[config.mk]
export PLATFORM = sky130hd
export DESIGN_NAME = conv_window_mac
export DESIGN_NICKNAME = d
export VERILOG_FILES = /design/src/rtl/conv_window_mac.sv
export SDC_FILE = /design/constraint.sdc
export NUM_CORES = 2
export LEC_CHECK = 0
export CAP_MARGIN = 10
export CORE_UTILIZATION = 63
export CTS_CLUSTER_DIAMETER = 200
export CTS_CLUSTER_SIZE = 8
export DETAILED_ROUTE_END_ITERATION = 6
export PLACE_DENSITY = 0.83
export RECOVER_POWER = 25
export SLEW_MARGIN = 20
export SYNTH_ARGS = -nofsm -noshare
export SYNTH_HDL_FRONTEND = slang
export SYNTH_SLANG_ARGS = --single-unit
[constraint.sdc]
create_clock -name clk -period 17.04 [get_ports clk]
set_input_delay 2.556 -clock clk [delete_from_list [all_inputs] [get_ports clk]]
set_output_delay 2.556 -clock clk [all_outputs]
set_load 0.02 [all_outputs]
[src/rtl/conv_window_mac.sv]
// 3x3 convolution window MAC: column-wise window fill with row-start handling,
// a registered nine-product stage and a registered sum stage (latency 2).
//
// Handshake: a column is accepted when in_valid & en & ~w_load; there is no
// ready, nothing stalls, and out_valid is a one-cycle pulse per result.
module conv_window_mac #(
  parameter int DATA_W = 8,
  parameter int ACC_W  = 32
) (
  input  logic                  clk,
  input  logic                  rst,
  input  logic                  en,
  input  logic                  in_valid,
  input  logic [3*DATA_W-1:0]   in_col,
  input  logic [31:0]           in_addr,
  input  logic                  row_start,
  input  logic                  w_load,
  input  logic [9*DATA_W-1:0]   w_data,
  output logic                  out_valid,
  output logic [ACC_W-1:0]      out_data,
  output logic [31:0]           out_addr,
  output logic [1:0]            dbg_cnt
);

  localparam int PW = 2 * DATA_W;

  typedef enum logic [1:0] {
    EMPTY = 2'd0,
    ONE   = 2'd1,
    TWO   = 2'd2,
    FULL  = 2'd3
  } cnt_e;

  cnt_e                     cnt_q, cnt_d;
  logic [3*DATA_W-1:0]      win_q [3];
  logic [3*DATA_W-1:0]      win_d [3];
  logic [9*DATA_W-1:0]      w_q, w_d;
  logic signed [PW-1:0]     prod_q [9];
  logic signed [PW-1:0]     prod_d [9];
  logic                     s1_valid_q, s1_valid_d;
  logic [31:0]              s1_addr_q, s1_addr_d;
  logic                     out_valid_q, out_valid_d;
  logic [ACC_W-1:0]         out_data_q, out_data_d;
  logic [31:0]              out_addr_q, out_addr_d;

  logic                     accept;
  logic                     fire;
  logic signed [DATA_W-1:0] pix;
  logic signed [DATA_W-1:0] wt;
  logic signed [ACC_W-1:0]  sum;

  always_comb begin
    accept     = in_valid & en & ~w_load;
    cnt_d      = cnt_q;
    w_d        = w_q;
    for (int c = 0; c < 3; c++) win_d[c] = win_q[c];

    if (w_load) begin
      w_d   = w_data;
      cnt_d = EMPTY;
    end else if (accept) begin
      win_d[0] = win_q[1];
      win_d[1] = win_q[2];
      win_d[2] = in_col;
      if (row_start)        cnt_d = ONE;
      else if (cnt_q != FULL) cnt_d = cnt_e'(cnt_q + 2'd1);
    end

    // A row start never fires, even from FULL: the old columns are discarded.
    fire = accept & ~row_start & ((cnt_q == TWO) | (cnt_q == FULL));

    pix        = '0;
    wt         = '0;
    s1_valid_d = fire;
    s1_addr_d  = s1_addr_q;
    for (int k = 0; k < 9; k++) prod_d[k] = prod_q[k];
    if (fire) begin
      s1_addr_d = in_addr;
      for (int r = 0; r < 3; r++) begin
        for (int c = 0; c < 3; c++) begin
          pix = win_d[c][r*DATA_W +: DATA_W];
          wt  = w_q[(r*3+c)*DATA_W +: DATA_W];
          prod_d[r*3+c] = PW'(pix) * PW'(wt);
        end
      end
    end

    sum = '0;
    for (int k = 0; k < 9; k++) sum = sum + ACC_W'(prod_q[k]);

    out_valid_d = s1_valid_q;
    out_data_d  = s1_valid_q ? sum       : out_data_q;
    out_addr_d  = s1_valid_q ? s1_addr_q : out_addr_q;
  end

  always_ff @(posedge clk or posedge rst) begin
    if (rst) begin
      cnt_q       <= EMPTY;
      w_q         <= '0;
      for (int c = 0; c < 3; c++) win_q[c] <= '0;
      for (int k = 0; k < 9; k++) prod_q[k] <= '0;
      s1_valid_q  <= 1'b0;
      s1_addr_q   <= '0;
      out_valid_q <= 1'b0;
      out_data_q  <= '0;
      out_addr_q  <= '0;
    end else begin
      cnt_q       <= cnt_d;
      w_q         <= w_d;
      for (int c = 0; c < 3; c++) win_q[c] <= win_d[c];
      for (int k = 0; k < 9; k++) prod_q[k] <= prod_d[k];
      s1_valid_q  <= s1_valid_d;
      s1_addr_q   <= s1_addr_d;
      out_valid_q <= out_valid_d;
      out_data_q  <= out_data_d;
      out_addr_q  <= out_addr_d;
    end
  end

  assign out_valid = out_valid_q;
  assign out_data  = out_data_q;
  assign out_addr  = out_addr_q;
  assign dbg_cnt   = cnt_q;

endmodule

* Yosys cells after proc, flatten, opt, wreduce, memory -nomap -nowiden
Index checks and enable logic that the tools add are counted.
Word-level totals: output and inout port bits 67, input port bits 134, logic and storage cells 56, flip-flop bits (word level) 388
Cells by class: equality and inequality tests 3, mux-type cells 6, reductions and logical operators 3, multiply operators 9, add/sub/neg operators 9, bitwise gates (word level) 7
Operators with widths (number):
- $mul 8x8->16 | 9
- $mux 72 | 2
- $add 23x16->24 | 1
- $add 22x16->23 | 1
- $add 21x16->22 | 1
- $add 20x16->21 | 1
- $add 19x16->20 | 1
- $add 18x16->19 | 1
- $add 17x16->18 | 1
- $add 16x16->17 | 1
- $mux 2 | 4
- $and 1x1->1 | 4
- $eq 2x2->1 const B | 2
- $reduce_bool 3->1 | 1
- $add 2x1->2 const B | 1
- $ne 2x2->1 const B | 1
- $not 1->1 | 2
- $reduce_and 2->1 | 1
- $reduce_bool 2->1 | 1
- $or 1x1->1 | 1

* Logic depth before layout (Yosys ltp)
word-level depth 8, depth in mapped cells 25, gate-level depth less buffers 22

* Worst setup path after synthesis
Ideal clock, no wire load.
path kind in2reg, from input port in_valid, to register prod_q[94] (netlist name), path buffers 3, required time 16.920 ns, slack 9.348 ns, library setup time 0.120 ns, data arrival time 7.572 ns, stages on the path 22, cell sequence nand2_1 or2_1 buf_2 buf_4 buf_2 mux2_2 and2_1 fa_1 inv_1 fa_1 inv_1 fa_1 inv_1 fa_1 inv_1 ha_1 o21ai_1 a21boi_1 o31a_1 o211a_1 or3_1 a31o_1
RTL lines:
- start, declared | RTL line 13 | input logic in_valid,
- end, declared | RTL line 38 | logic signed [PW-1:0] prod_q [9];

* Worst setup path after layout
from input port w_load, to register prod_q[143] (netlist name)
On the way: longest elaborated chain between the ends 5, elaborated cells on any way between the ends 7, classes of those cells 1 x mul; 2 x mux; 4 x bitwise
Ends and longest elaborated chain:
- start, declared | RTL line 17 | input logic w_load,
- $not 1->1 | RTL line 53 | accept = in_valid & en & ~w_load;
- $and 1x1->1 | RTL line 53
- $mux 72 | RTL line 61 | end else if (accept) begin
- $mux 72 | RTL line 58 | if (w_load) begin
- $mul 8x8->16 | RTL line 83 | prod_d[r*3+c] = PW'(pix) * PW'(wt);
Parallel ways exist; a longest one is shown, timed or not. A chain may end at the register's enable or synchronous reset.

==> results.json <==
{
  "outcome": "finished, violations left",
  "violations": "max-capacitance violations, max-slew violations",
  "area_delta_synth_final_pct": 10.3,
  "ys.flop_type": "dfrtp_1",
  "initial_core_util": 0.637,
  "crit_arrival_ps": 9900,
  "reg2reg_from": "win_q[16]$_DFF_PP0_",
  "wl_per_cell_um": 17.9,
  "pre_cts_ws_ps": 8010,
  "io_buffers": 200,
  "postSynthAreaPerCell_um2": 9.97,
  "post-route-period-util": 0.551,
  "start_kind": "input port",
  "cts_root_buffer": "clkbuf_16",
  "fin_ws_ps": 7650,
  "synth_top_area_frac": 0.306,
  "period_needed_ps": 9390,
  "cts_hold_buf": 0,
  "drv_slew": 242,
  "core_mm2": 0.0630,
  "ios": 201,
  "worst-setup-path-type": "input port to flop",
  "hp-start": "s1_addr_q[21]$_DFFE_PP0P_",
  "first_pass_iters": 5,
  "worstMarginPinSlew_ps": 4540,
  "hpwl_um": 71600,
  "slowest_delay_ps": 1290,
  "worstPathCellList": "clkbuf_1 -> or2_4 -> buf_4 -> mux2i_1 -> nor2b_1 -> fa_1 -> inv_1 -> fa_1 -> inv_1 -> ha_1 -> inv_1 -> fa_1 -> inv_1 -> ha_1 -> a21o_1 -> a21o_1 -> a2111oi_2 -> o21bai_1 -> a41oi_1 -> mux2i_1 -> nand2_1",
  "crit_path_max_fanout": 48,
  "gp_congestion": 0.894,
  "first_global_vias": 29500,
  "synth_cell_types": 71,
  "syn_area_mm2": 0.0401,
  "cp_common_cell": "inv_1",
  "grt.total_usage": 0.299,
  "ys_top_cells_by_area": "fa_1 (31%), dfrtp_1 (24%), ha_1 (8.8%)",
  "layout.nets": 5232,
  "relSlewSlack": -2.04,
  "cp-startpoint": "w_load",
  "fp.dieW_um": 254,
  "drive_gt1_frac": 0.0616,
  "clock_sinks": 380,
  "grt_overflow_total": 0,
  "post-route-util": 0.702,
  "grt_antenna_before_repair": 3,
  "die-area_mm2": 0.0647,
  "path_clk_slew_ps": 50,
  "ant_nets": 0,
  "synth_cells": 4021,
  "clk_latency_ps": 640,
  "synth_top_area_cell": "fa_1",
  "htreeDepth": 2,
  "setup_viol": 0,
  "final.setup_skew_ps": 43.5,
  "layout_commonest_cell": "inv_1",
  "layout_common_cells": "inv_1 (901), fa_1 (612), nand2_1 (455), dfrtp_1 (380), ha_1 (282)",
  "grt_first_pass_wirelength_um": 152000,
  "maxCapViolations": 4,
  "wirelength_um": 90500,
  "syn_nets": 5049,
  "crit_path_end_kind": "flop",
  "tritoncts": "done",
  "ys_ff_latch": 380,
  "vias": 27800,
  "crit_required_ps": 17550,
  "setup_tns_ps": 0,
  "ys_seq_area_frac": 0.237,
  "hp-class": "flop to flop",
  "viasPerCell": 5.50,
  "synth_edf_count": 0,
  "grt_max_degree": 108,
  "cp_slowest_cell": "clkbuf_1",
  "cts_resized": 0,
  "cts_buffers": 53,
  "rsz0062_at_grt": "false",
  "die_height_um": 254,
  "synth-async-reset-ratio": 1.00,
  "route.detailed.drc": 0,
  "maxClockFrequency_mhz": 107,
  "ys_warn_count": 0,
  "finalHoldViolCount": 0,
  "first_iter_violations": 1703,
  "cts_buffer_depth": 3,
  "post_cts_buffers": 0,
  "fp-row-count": 92
}
-- final cells by class --
| class | count | area, um^2 |
|---|---|---|
| timing repair buffer | 211 | 2070 |
| clock buffer | 54 | 1330 |
| antenna | 1 | 2.50 |
| multi-input combinational | 2654 | 26700 |
| tap | 846 | 1060 |
| fill | 4603 | 18700 |
| inverter | 904 | 3400 |
| sequential | 380 | 9510 |
| clock inverter | 4 | 110 |
-- cell families (layout without fill, tap and decap cells) --
family | Yosys count | count (layout) | synth area share
AOI/OAI and AO/OA | 388 | 388 | 0.0649
buffers and inverters | 987 | 1173 | 0.0960
other | 0 | 1 | 0
adders and majority gates | 894 | 894 | 0.394
DFF | 380 | 380 | 0.237
muxes | 188 | 188 | 0.0519
and+or+nand+nor | 1058 | 1058 | 0.129
xor gates and xnor gates | 126 | 126 | 0.0275
-- per-stage QoR --
stage	hold slack [ps]	std cells	instance area, um^2
finish	468	5054	44200
global route	487	5053	44200
CTS	470	5053	44200
detailed placement	457	4995	42800
global placement	452	4995	42800
floorplan	352	4021	40100
-- registers in the layout, indices dropped and copies added, names as in the netlist --
| signal | count |
|---|---|
| prod_q | 144 |
| w_q | 72 |
| win_q | 72 |
| out_addr | 32 |
| s1_addr_q | 32 |
| out_data | 24 |
| dbg_cnt | 2 |
| out_valid | 1 |
| out_valid_d | 1 |
-- per-layer routing --
metal	part of all wire	global-route usage	up-vias	wire (um)
li1	-	-	12600	-
met1	0.41	0.402	14100	37200
met2	0.48	0.486	861	43400
met3	0.074	0.0561	201	6690
met4	0.036	0.107	4	3240
met5	0.00023	0	-	21
-- final timing paths --
path / slack (ps) / depth (start not counted) / end
max: 7650 / 21 / prod_q[143]$_DFFE_PP0P_
min: 470 / 2 / s1_addr_q[21]$_DFFE_PP0P_
max reg2reg: 11800 / 17 / prod_q[31]$_DFFE_PP0P_
min reg2reg: 470 / 2 / s1_addr_q[21]$_DFFE_PP0P_
max in group asynchronous: 9210 / 5 / prod_q[22]$_DFFE_PP0P_
min in group asynchronous: 3740 / 2 / s1_addr_q[22]$_DFFE_PP0P_
-- worst max-delay path, delay by kind of cell --
family          cells  cell delay, ps
simple gates        3             850
fa+ha+maj           5            1720
mux                 2             980
compound gates      5            1390
buf+inv             6            2350
-- cells in the mapped netlist, types with 7 or more instances --
| library cell | instances |
|---|---|
| a211oi_1 | 27 |
| a21o_1 | 31 |
| a21oi_1 | 49 |
| and2_1 | 229 |
| and3_1 | 12 |
| buf_2 | 15 |
| buf_4 | 17 |
| buf_6 | 8 |
| clkbuf_1 | 40 |
| dfrtp_1 | 380 |
| fa_1 | 612 |
| ha_1 | 282 |
| inv_1 | 902 |
| mux2_2 | 157 |
| mux2i_1 | 29 |
| nand2_1 | 455 |
| nand2b_1 | 10 |
| nand3_1 | 10 |
| nor2_1 | 117 |
| nor2b_1 | 150 |
| nor3_1 | 33 |
| o21a_1 | 36 |
| o21ai_0 | 106 |
| o21ai_1 | 38 |
| o21bai_1 | 13 |
| o31a_1 | 8 |
| o31ai_1 | 12 |
| o31ai_2 | 13 |
| or2_2 | 7 |
| or3_1 | 10 |
| xnor2_1 | 87 |
| xor2_1 | 39 |
Power is not shown: default switching activity piles up to over one toggle a cycle in this logic, so the estimate is an artifact.
